### config.mk
export PLATFORM = sky130hd
export DESIGN_NAME = press_classifier
export DESIGN_NICKNAME = d
export VERILOG_FILES = /design/src/rtl/press_pkg.sv /design/src/rtl/press_timer.sv /design/src/rtl/press_classifier.sv
export SDC_FILE = /design/constraint.sdc
export NUM_CORES = 1
export LEC_CHECK = 0
export BUFFER_PORTS_ARGS = -buffer_cell sky130_fd_sc_hd__buf_2
export CORE_ASPECT_RATIO = 1.2
export CORE_UTILIZATION = 60
export DETAILED_ROUTE_END_ITERATION = 12
export PLACE_DENSITY = 0.78
export SYNTH_ARGS = -nofsm -noshare
export SYNTH_HDL_FRONTEND = slang
export SYNTH_SLANG_ARGS = --single-unit
### constraint.sdc
create_clock -name i_Clk -period 2.17 [get_ports i_Clk]
set_input_delay 0.434 -clock i_Clk [delete_from_list [all_inputs] [get_ports i_Clk]]
set_output_delay 0.434 -clock i_Clk [all_outputs]
set_load 0.03 [all_outputs]
### src/rtl/press_pkg.sv
// ============================================================================
// Module      : press_pkg
// Description : Shared state encodings and default timing limits for the
//               press classifier and its timer.
// Revision    : 1.0 - initial release
// ============================================================================
`default_nettype none

package press_pkg;

  // Classifier FSM state encodings
  typedef enum logic [2:0] {
    IDLE           = 3'd0,
    PRESSED        = 3'd1,
    WAIT_SECOND    = 3'd2,
    SECOND_PRESSED = 3'd3,
    LONG_HELD      = 3'd4
  } press_state_t;

  // Default limits, in i_Clk cycles at 25 MHz
  localparam int unsigned c_DEF_LONG_LIMIT    = 12500000;  // 500 ms
  localparam int unsigned c_DEF_DOUBLE_GAP    = 6250000;   // 250 ms
  localparam int unsigned c_DEF_REPEAT_PERIOD = 2500000;   // 100 ms
  localparam int unsigned c_DEF_CNT_WIDTH     = 24;

endpackage : press_pkg

`default_nettype wire

### src/rtl/press_timer.sv
// ============================================================================
// Module      : press_timer
// Description : Up-counter with synchronous clear and count enable, plus a
//               terminal-count compare against a caller-selected value.
//               Clear wins over enable.
// Revision    : 1.0 - initial release
// ============================================================================
`default_nettype none

module press_timer #(
  parameter int unsigned c_CNT_WIDTH = 24
) (
  input  logic                   i_Clk,
  input  logic                   i_Rst_L,
  input  logic                   i_Clear,
  input  logic                   i_Enable,
  input  logic [c_CNT_WIDTH-1:0] i_Terminal_Count,
  output logic                   o_Terminal
);

  logic [c_CNT_WIDTH-1:0] r_Count;

  // Counter: reset/clear to zero, otherwise advance when enabled
  always_ff @(posedge i_Clk) begin
    if (!i_Rst_L || i_Clear) begin
      r_Count <= '0;
    end else if (i_Enable) begin
      r_Count <= r_Count + c_CNT_WIDTH'(1);
    end
  end

  assign o_Terminal = (r_Count == i_Terminal_Count);

endmodule : press_timer

`default_nettype wire

### src/rtl/press_classifier.sv
// ============================================================================
// Module      : press_classifier
// Description : Classifies debounced switch presses as short, long or double
//               and emits one-cycle, mutually exclusive event pulses plus a
//               held level while a long press persists.
//               Optional macro PRESS_REPEAT_EN: auto-repeat o_Long_Press every
//               c_REPEAT_PERIOD cycles while in LONG_HELD.
// Revision    : 1.0 - initial release
// ============================================================================
`default_nettype none

module press_classifier
  import press_pkg::*;
#(
  parameter int unsigned c_LONG_LIMIT    = c_DEF_LONG_LIMIT,
  parameter int unsigned c_DOUBLE_GAP    = c_DEF_DOUBLE_GAP,
  parameter int unsigned c_REPEAT_PERIOD = c_DEF_REPEAT_PERIOD,
  parameter int unsigned c_CNT_WIDTH     = c_DEF_CNT_WIDTH
) (
  input  logic i_Clk,
  input  logic i_Rst_L,
  input  logic i_Switch,
  output logic o_Short_Press,
  output logic o_Long_Press,
  output logic o_Double_Press,
  output logic o_Held
);

  // Terminal-count values: a limit of N cycles ends when the count shows N-1
  localparam logic [c_CNT_WIDTH-1:0] c_LONG_TC   = c_CNT_WIDTH'(c_LONG_LIMIT - 1);
  localparam logic [c_CNT_WIDTH-1:0] c_GAP_TC    = c_CNT_WIDTH'(c_DOUBLE_GAP - 1);
  localparam logic [c_CNT_WIDTH-1:0] c_REPEAT_TC = c_CNT_WIDTH'(c_REPEAT_PERIOD - 1);

  press_state_t           r_State;
  logic                   r_Prev;
  logic                   r_Short;
  logic                   r_Long;
  logic                   r_Double;
  logic                   r_Held;

  logic                   w_rise;
  logic                   w_fall;
  logic                   w_timer_clear;
  logic                   w_timer_en;
  logic                   w_timer_term;
  logic [c_CNT_WIDTH-1:0] w_timer_tc;

  assign w_rise = i_Switch & ~r_Prev;
  assign w_fall = ~i_Switch & r_Prev;

  // Timer control: count only while staying in a timed state, clear on any
  // state change so the count always starts from zero in the new state
  always_comb begin
    w_timer_clear = 1'b1;
    w_timer_en    = 1'b0;
    w_timer_tc    = c_LONG_TC;
    case (r_State)
      PRESSED: begin
        w_timer_tc = c_LONG_TC;
        if (i_Switch && !w_timer_term) begin
          w_timer_clear = 1'b0;
          w_timer_en    = 1'b1;
        end
      end
      WAIT_SECOND: begin
        w_timer_tc = c_GAP_TC;
        if (!w_rise && !w_timer_term) begin
          w_timer_clear = 1'b0;
          w_timer_en    = 1'b1;
        end
      end
      LONG_HELD: begin
        w_timer_tc = c_REPEAT_TC;
`ifdef PRESS_REPEAT_EN
        if (i_Switch && !w_timer_term) begin
          w_timer_clear = 1'b0;
          w_timer_en    = 1'b1;
        end
`endif
      end
      default: begin
        w_timer_clear = 1'b1;
        w_timer_en    = 1'b0;
      end
    endcase
  end

  press_timer #(
    .c_CNT_WIDTH (c_CNT_WIDTH)
  ) u_press_timer (
    .i_Clk            (i_Clk),
    .i_Rst_L          (i_Rst_L),
    .i_Clear          (w_timer_clear),
    .i_Enable         (w_timer_en),
    .i_Terminal_Count (w_timer_tc),
    .o_Terminal       (w_timer_term)
  );

  // Classification FSM with registered pulse and level outputs
  always_ff @(posedge i_Clk) begin
    if (!i_Rst_L) begin
      r_State  <= IDLE;
      r_Prev   <= 1'b0;
      r_Short  <= 1'b0;
      r_Long   <= 1'b0;
      r_Double <= 1'b0;
      r_Held   <= 1'b0;
    end else begin
      r_Prev   <= i_Switch;
      r_Short  <= 1'b0;
      r_Long   <= 1'b0;
      r_Double <= 1'b0;
      r_Held   <= 1'b0;
      case (r_State)
        IDLE: begin
          if (w_rise) begin
            r_State <= PRESSED;
          end
        end
        PRESSED: begin
          if (w_fall) begin
            r_State <= WAIT_SECOND;
          end else if (w_timer_term) begin
            r_State <= LONG_HELD;
            r_Long  <= 1'b1;
            r_Held  <= 1'b1;
          end
        end
        WAIT_SECOND: begin
          // A rise on the expiry cycle still counts as a double press
          if (w_rise) begin
            r_State  <= SECOND_PRESSED;
            r_Double <= 1'b1;
          end else if (w_timer_term) begin
            r_State <= IDLE;
            r_Short <= 1'b1;
          end
        end
        SECOND_PRESSED: begin
          if (w_fall) begin
            r_State <= IDLE;
          end
        end
        LONG_HELD: begin
          if (w_fall) begin
            r_State <= IDLE;
          end else begin
            r_Held <= 1'b1;
`ifdef PRESS_REPEAT_EN
            if (w_timer_term) begin
              r_Long <= 1'b1;
            end
`endif
          end
        end
        default: begin
          r_State <= IDLE;
        end
      endcase
    end
  end

  assign o_Short_Press  = r_Short;
  assign o_Long_Press   = r_Long;
  assign o_Double_Press = r_Double;
  assign o_Held         = r_Held;

endmodule : press_classifier

`default_nettype wire

==> flow_summary.yaml <==
die:
  die_width_um: 50.04
  initial_core_util_pct: 64.47
  die_h_um: 59.65
  rows: 20
  die_area_mm2: 0.002985
  core_area_mm2: 0.002577
  ios: 7
clocking:
  cts_tree: "done"
  clock_path_buffers: 2
  h-tree-depth: 2
  post_cts_buffers: 0
  hold_buffers: 0
  numCtsBuffers: 5
  cts_resized: 0
  clockRootBuffer: "clkbuf_4"
  cts.sinks: 32
  clk_pin_slew_ns: 0.10
  clk_latency_ns: 0.34
timing:
  post-route-min-period_ns: 2.056
  setup_viol: 0
  finalClockSkew_ns: 0.007370
  fmax_mhz: 486.4
  finalCritPeriodShare_pct: 94.74
  drv_slew: 0
  setup-tns-final_ns: 0
  rsz0062_at_grt: "no"
  finalWorstSetupSlack_ns: 0.1142
  final_hold_viol_count: 0
  relSlewSlack_pct: 63.84
  worst_pin_slew_ns: 0.5399
yosys:
  synth_edf_count: 0
  yosysMostFrequentCell: "dfxtp_1"
  syn_avg_cell_area_um2: 8.886
  ys_types: 46
  syn-cell-area_mm2: 0.001662
  yosys.area.top_type: "dfxtp_1"
  synth_fp_nets: 191
  synth_cells: 187
  synth_top_area_share_pct: 38.55
  synth_flop_cell: "dfxtp_1"
  ys_warn_count: 0
  synth_area_leaders: "dfxtp_1, xnor2_1, nor2_1, nor3_1, nand4_1"
  ys_seq_elements: 32
  ys_seq_area_share_pct: 38.55
  synth.top_cells.by_count: "dfxtp_1, nor2_1, xnor2_1, nand2_1, nor3_1"
  ys_async_sr_fraction_pct: 0
detailed_routing:
  ant_nets: 0
  routed_via_density: 6.212
  vias: 1497
  wire_per_inst_um: 16.82
  initialDrtViolationCount: 31
  dr.pass1.iters: 4
  wl_mm: 4.054
  post-route-drc-count: 0
worst_setup_path:
  r2r_end: "o_Long_Press"
  r2r_cells: 5
  worstSetupPathType: "reg -> reg"
  cp_data_required_time_ns: 2.44
  cp.arrival_ns: 2.33
  crit_path_max_fanout: 5
  worstReg2RegStart: "u_press_timer.r_Count[20]"
  critPathLaunchType: "flop"
  end_kind: "flop"
  r2r_slack_ns: 0.11
pwr:
  cellPowerDensity_mw_per_mm2: 551.9
  p_leak_nw: 0.5989
  fin_total_pwr_mw: 1.050
  vdd_drop_max_mv: 0.5445
hold_path:
  worstHoldEndpoint: "r_Prev"
  worst_hold_path.num_cells: 3
  worstHoldPathType: "in -> reg"
  hold_path_startpoint: "i_Switch"
cells_and_area:
  n_antenna_cell: 0
  fin_area_mm2: 0.001902
  drive_above_1_share_pct: 21.15
  area_growth_pct: 14.46
  nNetsFinal: 212
  fin_util_pct: 73.79
global_route:
  grt_pass1_vias: 1565
  grt-ovfl-total: 0
  grt_max_degree: 17
  antenna_found_initial: 0
  grt_use_total_pct: 32.77
  grt_pass1_wl_mm: 7.003
placed_design:
  dp_hpwl_mm: 3.087
  place_ws_ns: 0.06368
  place_congestion: 0.8635
  placed_area_mm2: 0.001827
  io_buffers: 6
status:
  status: "completed"
flow_run:
  maxCapViolCount: 0
==> flip-flops by register name (all words and copies together), names as in the netlist <==
signal                 flops
r_Prev                     1
o_Double_Press             1
o_Short_Press              1
o_Held                     1
u_press_timer.r_Count     24
r_State                    3
o_Long_Press               1
==> worst max-delay path: stages, from the launching register on <==
cell and delay [ns]:
dfxtp_1 0.36, or4b_4 0.57, nor4_4 0.17, a31oi_2 0.11
or4_4 0.58, nor4_4 0.20
==> layout by cell type (no fill, tap or decap), types with 2 or more instances in the layout <==
| cell | netlist | final |
|---|---|---|
| a21oi_1 | 8 | 8 |
| and4_1 | 2 | 2 |
| buf_2 | 1 | 6 |
| buf_4 | 2 | 14 |
| clkbuf_4 | 0 | 5 |
| clkbuf_8 | 0 | 2 |
| dfxtp_1 | 32 | 30 |
| dfxtp_2 | 0 | 2 |
| inv_1 | 3 | 3 |
| nand2_1 | 11 | 11 |
| nand2b_1 | 2 | 2 |
| nand3_1 | 3 | 3 |
| nand3b_1 | 2 | 2 |
| nand4_1 | 7 | 7 |
| nor2_1 | 31 | 31 |
| nor3_1 | 11 | 11 |
| nor3b_1 | 2 | 2 |
| nor4_1 | 6 | 6 |
| nor4_4 | 2 | 2 |
| nor4b_1 | 4 | 4 |
| nor4bb_1 | 2 | 2 |
| or2_2 | 3 | 3 |
| or3_1 | 2 | 2 |
| or4_1 | 3 | 3 |
| xnor2_1 | 18 | 18 |
| xor2_1 | 4 | 4 |
==> layout make-up <==
class,count,area [um^2]
fill,199,675.6
multi-input combinational,144,974.7
timing repair buffer,22,166.4
tap,33,41.29
clock buffer,7,65.06
sequential,32,643.1
inverter,3,11.26
==> how the worst max path moves through the flow <==
stage                                          from                   endpoint  slack (ns)  cells after the start
after floorplan                          r_State[1]               o_Long_Press        0.16                      6
after global placement    u_press_timer.r_Count[20]               o_Long_Press        0.15                      5
after detailed placement                   i_Switch   u_press_timer.r_Count[9]        0.06                      7
after CTS                  u_press_timer.r_Count[8]  u_press_timer.r_Count[14]        0.05                      6
after global routing      u_press_timer.r_Count[20]               o_Long_Press        0.02                      5
final                     u_press_timer.r_Count[20]               o_Long_Press        0.11                      5
==> report_power, final <==
part	switching, mW	leakage (nW)	internal (mW)	total [mW]
Sequential	0.00584	0.259	0.592	0.598
Combinational	0.0398	0.302	0.0250	0.0648
Clock	0.204	0.0374	0.183	0.387
==> per-layer routing <==
layer | part of all wire [%] | routed length [um] | vias to the layer above | global-route usage, %
met5 | 0 | 0 | - | 0
met4 | 5.0 | 202 | 0 | 23.67
met3 | 4.1 | 165 | 17 | 9.487
met2 | 52 | 2112 | 48 | 58.10
met1 | 39 | 1574 | 720 | 32.44
li1 | - | - | 712 | -
==> through the flow <==
step / hold slack, ns / std cells
3_5_place_dp: 0.5083 / 234
2_1_floorplan: 0.4336 / 187
4_1_cts: 0.3553 / 241
5_1_grt: 0.3881 / 241
6_report: 0.3722 / 241
3_3_place_gp: 0.4466 / 234
==> cell families after synthesis <==
| kind of cell | share of synthesized area, % |
|---|---|
| compound gates | 7.832 |
| xor+xnor | 11.60 |
| fa+ha+maj | 0.7529 |
| buf+inv | 3.012 |
| flops | 38.55 |
| mux | 0.6024 |
| simple gates | 37.65 |
(Power assumes the default switching activity.)
